[src/rtl/vram_pkg.sv]
// Shared types and constants for the VRAM fetch arbiter and its tag slots.
package vram_pkg;

  localparam int VRAM_AW = 19;
  localparam int VRAM_DW = 16;

  typedef enum logic [1:0] {
    IDLE = 2'd0,
    RD   = 2'd1,
    WAIT = 2'd2,
    WR   = 2'd3
  } state_t;

  typedef enum logic [1:0] {
    TGT_SLOT1 = 2'd0,
    TGT_SLOT2 = 2'd1,
    TGT_CPU   = 2'd2
  } target_t;

  typedef struct packed {
    logic               valid;
    logic [VRAM_AW-1:0] addr;
  } tag_t;

endpackage

[src/rtl/vram_slot.sv]
// One video fetch slot: the tag of the word it holds, the held word, and the
// stale flag that asks the arbiter for a refetch.
module vram_slot
  import vram_pkg::*;
(
  input  logic               clk_sys,
  input  logic               reset,
  input  logic [VRAM_AW-1:0] vram_addr,
  input  logic               fill,
  input  logic [VRAM_AW-1:0] fill_addr,
  input  logic [VRAM_DW-1:0] fill_data,
  input  logic               inval,
  input  logic [VRAM_AW-1:0] inval_addr,
  output logic               stale,
  output logic [VRAM_DW-1:0] dout
);

  tag_t tag;

  // Tag records the address actually fetched, so a mid-fetch address change
  // leaves the slot stale and triggers another fetch.
  always_ff @(posedge clk_sys) begin
    if (reset) begin
      tag  <= '0;
      dout <= '0;
    end else if (fill) begin
      tag  <= '{valid: 1'b1, addr: fill_addr};
      dout <= fill_data;
    end else if (inval && (tag.addr == inval_addr)) begin
      tag.valid <= 1'b0;
    end
  end

  assign stale = !tag.valid || (tag.addr != vram_addr);

endmodule

[src/rtl/vram_fetch_arbiter.sv]
// Single-port VRAM responder: keeps two video fetch slots current and slips
// CPU byte reads/writes in between, video first.
//
//   state | meaning
//   IDLE  | arbitrate: slot1 stale, slot2 stale, cpu read, cpu write
//   RD    | read address on mem_addr, latency count loaded
//   WAIT  | counting down; at zero mem_rdata is valid and is delivered
//   WR    | one-cycle byte write with ack and slot invalidate
module vram_fetch_arbiter
  import vram_pkg::*;
#(
  parameter int READ_LATENCY = 2
) (
  input  logic               clk_sys,
  input  logic               reset,
  input  logic [VRAM_AW-1:0] vram_addr1,
  input  logic [VRAM_AW-1:0] vram_addr2,
  output logic [VRAM_DW-1:0] vram_dout1,
  output logic [VRAM_DW-1:0] vram_dout2,
  input  logic               cpu_req,
  input  logic               cpu_we,
  input  logic [VRAM_AW:0]   cpu_addr,
  input  logic [7:0]         cpu_wdata,
  output logic [7:0]         cpu_rdata,
  output logic               cpu_ack,
  output logic [VRAM_AW-1:0] mem_addr,
  output logic               mem_we,
  output logic [1:0]         mem_be,
  output logic [VRAM_DW-1:0] mem_wdata,
  input  logic [VRAM_DW-1:0] mem_rdata
);

  localparam int CNT_W = 3;
  localparam logic [CNT_W-1:0] CNT_LOAD = CNT_W'(READ_LATENCY - 1);

  state_t             state, state_nxt;
  target_t            target, pick;
  logic [VRAM_AW-1:0] pick_addr;
  logic [CNT_W-1:0]   cnt;
  logic               lane_q;
  logic [7:0]         rdata_q;
  logic [7:0]         sel_byte;
  logic               stale1, stale2;
  logic               deliver, fill1, fill2, inval;

  always_ff @(posedge clk_sys) begin
    if (reset) state <= IDLE;
    else       state <= state_nxt;
  end

  always_comb begin
    state_nxt = state;
    case (state)
      IDLE: begin
        if (stale1 || stale2)  state_nxt = RD;
        else if (cpu_req)      state_nxt = cpu_we ? WR : RD;
      end
      RD:      state_nxt = WAIT;
      WAIT:    if (cnt == '0) state_nxt = IDLE;
      WR:      state_nxt = IDLE;
      default: state_nxt = IDLE;
    endcase
  end

  always_comb begin
    pick      = TGT_CPU;
    pick_addr = cpu_addr[VRAM_AW:1];
    if (stale1) begin
      pick      = TGT_SLOT1;
      pick_addr = vram_addr1;
    end else if (stale2) begin
      pick      = TGT_SLOT2;
      pick_addr = vram_addr2;
    end
  end

  // mem_addr doubles as the address snapshot for the access in flight.
  always_ff @(posedge clk_sys) begin
    if (reset) begin
      target   <= TGT_SLOT1;
      mem_addr <= '0;
      lane_q   <= 1'b0;
      cnt      <= '0;
      rdata_q  <= '0;
    end else begin
      if (state == IDLE && state_nxt != IDLE) begin
        target   <= pick;
        mem_addr <= pick_addr;
        lane_q   <= cpu_addr[0];
      end
      if (state == RD)                         cnt <= CNT_LOAD;
      else if (state == WAIT && cnt != '0)     cnt <= cnt - 1'b1;
      if (deliver && target == TGT_CPU)        rdata_q <= sel_byte;
    end
  end

  assign sel_byte  = lane_q ? mem_rdata[15:8] : mem_rdata[7:0];
  assign mem_wdata = {cpu_wdata, cpu_wdata};

  always_comb begin
    deliver   = (state == WAIT) && (cnt == '0);
    fill1     = deliver && (target == TGT_SLOT1);
    fill2     = deliver && (target == TGT_SLOT2);
    inval     = (state == WR);
    mem_we    = (state == WR);
    mem_be    = (state == WR) ? (lane_q ? 2'b10 : 2'b01) : 2'b00;
    cpu_ack   = (state == WR) || (deliver && target == TGT_CPU);
    cpu_rdata = (deliver && target == TGT_CPU) ? sel_byte : rdata_q;
  end

  vram_slot u_slot1 (
    .clk_sys    (clk_sys),
    .reset      (reset),
    .vram_addr  (vram_addr1),
    .fill       (fill1),
    .fill_addr  (mem_addr),
    .fill_data  (mem_rdata),
    .inval      (inval),
    .inval_addr (mem_addr),
    .stale      (stale1),
    .dout       (vram_dout1)
  );

  vram_slot u_slot2 (
    .clk_sys    (clk_sys),
    .reset      (reset),
    .vram_addr  (vram_addr2),
    .fill       (fill2),
    .fill_addr  (mem_addr),
    .fill_data  (mem_rdata),
    .inval      (inval),
    .inval_addr (mem_addr),
    .stale      (stale2),
    .dout       (vram_dout2)
  );

endmodule

[config.mk]
export PLATFORM = sky130hd
export DESIGN_NAME = vram_fetch_arbiter
export DESIGN_NICKNAME = d
export VERILOG_FILES = /design/src/rtl/vram_pkg.sv /design/src/rtl/vram_slot.sv /design/src/rtl/vram_fetch_arbiter.sv
export SDC_FILE = /design/constraint.sdc
export NUM_CORES = 1
export LEC_CHECK = 0
export ABC_AREA = 0
export ABC_CLOCK_PERIOD_IN_PS = 2000
export CAP_MARGIN = 0
export CORE_UTILIZATION = 43
export CTS_BUF_LIST = sky130_fd_sc_hd__clkbuf_16
export CTS_CLUSTER_SIZE = 16
export DETAILED_ROUTE_END_ITERATION = 7
export GPL_TIMING_DRIVEN = 0
export PLACE_DENSITY = 0.77
export SLEW_MARGIN = 40
export SYNTH_ARGS = -nofsm -noshare
export SYNTH_HDL_FRONTEND = slang
export SYNTH_SLANG_ARGS = --single-unit
[constraint.sdc]
create_clock -name clk_sys -period 2 [get_ports clk_sys]
set_input_delay 0.3 -clock clk_sys [delete_from_list [all_inputs] [get_ports clk_sys]]
set_output_delay 0.3 -clock clk_sys [all_outputs]
set_load 0.02 [all_outputs]
==> results.yml <==
sta:
  worst_clock_skew_ns: 0.0126
  period_minus_slack_ns: 2.24
  maxSlewHeadroom_pct: 47.9
  final_max_slew_viol_count: 0
  hold_viol_final: 0
  fmax_ghz: 0.447
  timing.hold.ws_ns: 0.424
  worst_pin_slew_ns: 0.781
  worst_slack_ns: -0.235
  rsz0062_at_grt: "true"
  setup_viol: 51
  post-route-period-util_pct: 112
synth:
  synth-compound-area-share_pct: 15.4
  synth_nets: 754
  synth_edf_count: 0
  synth-seq-cells: 107
  yosysSeqAreaShare_pct: 40.1
  syn_area_sq_um: 5350
  muxShareOfSynthArea_pct: 4.87
  synthCells: 666
  synthFlopType: "dfxtp_1"
  synth.top_cells.by_count: "nand2_1, dfxtp_1, a21oi_1"
  synth_xor_area_share_pct: 12.0
  yosysTopAreaCell: "dfxtp_1"
  synth_adder_area_share_pct: 0.468
  syn_area_per_cell_sq_um: 8.03
  yosysWarnings: 0
  synth_top_family_by_area: "simple AND/OR/NAND/NOR gates"
  synthDistinctLibCells: 43
  synth_area_leaders: "dfxtp_1, nand2_1, a21oi_1"
  synth_most_common_cell: "nand2_1"
  postSynth.asyncResetShare_pct: 0
  synthSimpleGateAreaFrac_pct: 20.4
  yosysTopAreaCellShare_pct: 40.1
cells_and_area:
  nets: 950
  final-seq-area_sq_um: 2150
  stdcell_count: 1035
  area_growth_pct: 61.4
  drive_gt1_share_pct: 24.7
  diodes: 0
  multi_input_area_sq_um: 3480
  num-fill-cells: 871
  final_area_sq_um: 8630
clocking:
  cts.sinks: 107
  htreeDepth: 3
  clk_latency_ns: 0.35
  cts_max_path_buffers: 2
  hold_buffers: 0
  path_clk_slew_ns: 0.08
  numCtsBuffers: 9
  cts_tree: "yes"
  root_buffer: "clkbuf_16"
place:
  dpl.hpwl_um: 13800
  place_area_sq_um: 7130
  pre_cts_ws_ns: -0.948
  dp.cells: 989
  io_buffers: 155
  gp_congestion: 0.930
worst_setup_path:
  crit_path_start_kind: "flop"
  slowest_delay_ns: 0.39
  path_cells: "xor2_1, nor4_2, o2111a_2, and3_4, buf_12, mux2i_4, a2111oi_2, a31o_1"
  critical_path.max_fanout: 5
  crit_arrival_ns: 2.48
  worst_path_max_delay_cell: "nor4_2"
  path_class: "flop to flop"
  path_delay_family: "simple AND/OR/NAND/NOR gates"
  cp_num_buf_inv: 1
  worstPathRequired_ns: 2.25
  end_kind: "flop"
detailed_routing:
  detail-route-antenna-nets: 0
  vias_per_cell: 5.46
  route.detailed.wl_per_inst_um: 20.1
  first_pass_iters: 5
  route.detailed.drc: 0
  totalWireLength_um: 20800
  dr_total_vias: 5655
  drt-initial-drc-count: 330
floorplan:
  start_util_pct: 44.3
  die-area_sq_um: 12900
  core_sq_um: 12100
  die_y_um: 114
  rows: 40
  die_width_um: 114
  io_pins: 165
power:
  p_total_mw: 5.99
  leakagePower_nw: 3.26
  power.density_nw_per_um2: 693
  vdd_drop_max_mv: 0.455
grt:
  grt_pass1_vias: 5611
  grt_pass1_wl_um: 29800
  grt_overflow: 0
  grt_usage_pct: 30.6
  grt_max_degree: 21
  antenna_found_initial: 0
worst_hold_path:
  min_path_type: "primary input to flop"
run:
  maxCapViolCount: 0
status:
  status: "complete, but fails checks"
  violations: "setup timing"
==> cell families (layout without fill, tap and decap cells) <==
family	count (synthesis)	count (layout)
DFF	107	107
buffers and inverters	65	266
xor gates and xnor gates	73	73
muxes	26	26
adders and majority gates	2	2
AOI/OAI and AO/OA	138	138
and+or+nand+nor	255	255
==> per-layer routing <==
metal / vias up / GRT usage (%) / wire [um]
li1: 2608 / - / -
met1: 2706 / 35.6 / 8070
met2: 284 / 53.6 / 10300
met3: 57 / 6.22 / 1570
met4: 0 / 14.7 / 917
met5: - / 0 / 0
==> metrics by stage <==
stage	util (%)	setup TNS [ns]
after floorplan	-	0
after global placement	59.0	-54.20
after detailed placement	59.1	-49.10
after CTS	67.4	-4.68
after global routing	71.6	-10.21
final	71.6	-6.79
==> cell usage in the layout, fill, tap and decap left out, types with 7 or more instances in the layout <==
cell,instances
nor2b_1,10
dfxtp_2,8
xnor2_2,8
nand2_4,24
clkdlybuf4s50_1,137
o21ai_4,8
xor2_1,46
nand4_1,10
dfxtp_1,99
nor2_1,33
xnor2_1,19
a211o_1,15
clkbuf_1,13
a21oi_2,27
dlygate4sd2_1,7
nand2_2,13
a21oi_1,66
nor4_1,10
mux2i_1,23
buf_12,8
nand2_1,135
buf_6,23
clkbuf_16,11
buf_4,38
==> sequential cells by signal, indices dropped and copies added, names as in the netlist <==
name / flops
target: 2
state: 2
u_slot2.tag: 20
lane_q: 1
rdata_q: 8
u_slot2.dout: 16
cnt: 3
u_slot1.tag: 20
u_slot1.dout: 16
mem_addr: 19
==> path summary, 6_finish.rpt <==
| kind | startpoint | to | slack, ns | depth (start not counted) |
|---|---|---|---|---|
| worst max-delay path | u_slot2.tag[12] | mem_addr[10] | -0.24 | 8 |
| worst min register to register | u_slot2.dout[14] | u_slot2.dout[14] | 0.46 | 2 |
| worst max register to register | u_slot2.tag[12] | mem_addr[10] | -0.24 | 8 |
| worst min-delay path | vram_addr2[12] | mem_addr[12] | 0.42 | 3 |
==> worst register-to-register path, cell delays in order, from the launching register on <==
cell and delay [ns]:
dfxtp_2 0.34, xor2_1 0.16, nor4_2 0.39, o2111a_2 0.30, and3_4 0.30, buf_12 0.14
mux2i_4 0.21, a2111oi_2 0.09, a31o_1 0.21
==> layout make-up <==
cell class                 count  area share (%)
sequential                   107            24.9
tap                          168            2.43
inverter                       8           0.348
clock buffer                   9            2.61
timing repair buffer         190            22.9
multi-input combinational    494            40.3
clock inverter                 7            1.68
buffer                        52            4.81
==> power by group <==
part | total, mW | switching [mW] | internal [mW]
Clock | 2.18 | 0.912 | 1.27
Sequential | 2.37 | 0.150 | 2.22
Combinational | 1.44 | 0.746 | 0.690
Total | 5.99 | 1.81 | 4.18
==> what timing repair did <==
action                     in CTS  in global routing
setup endpoints to repair     103                101
gates cloned                    4                  2
setup buffers                  23                  8
pin swaps                      48                 49
resized for setup             173                131
No activity file was read; power rests on OpenSTA's default activity.
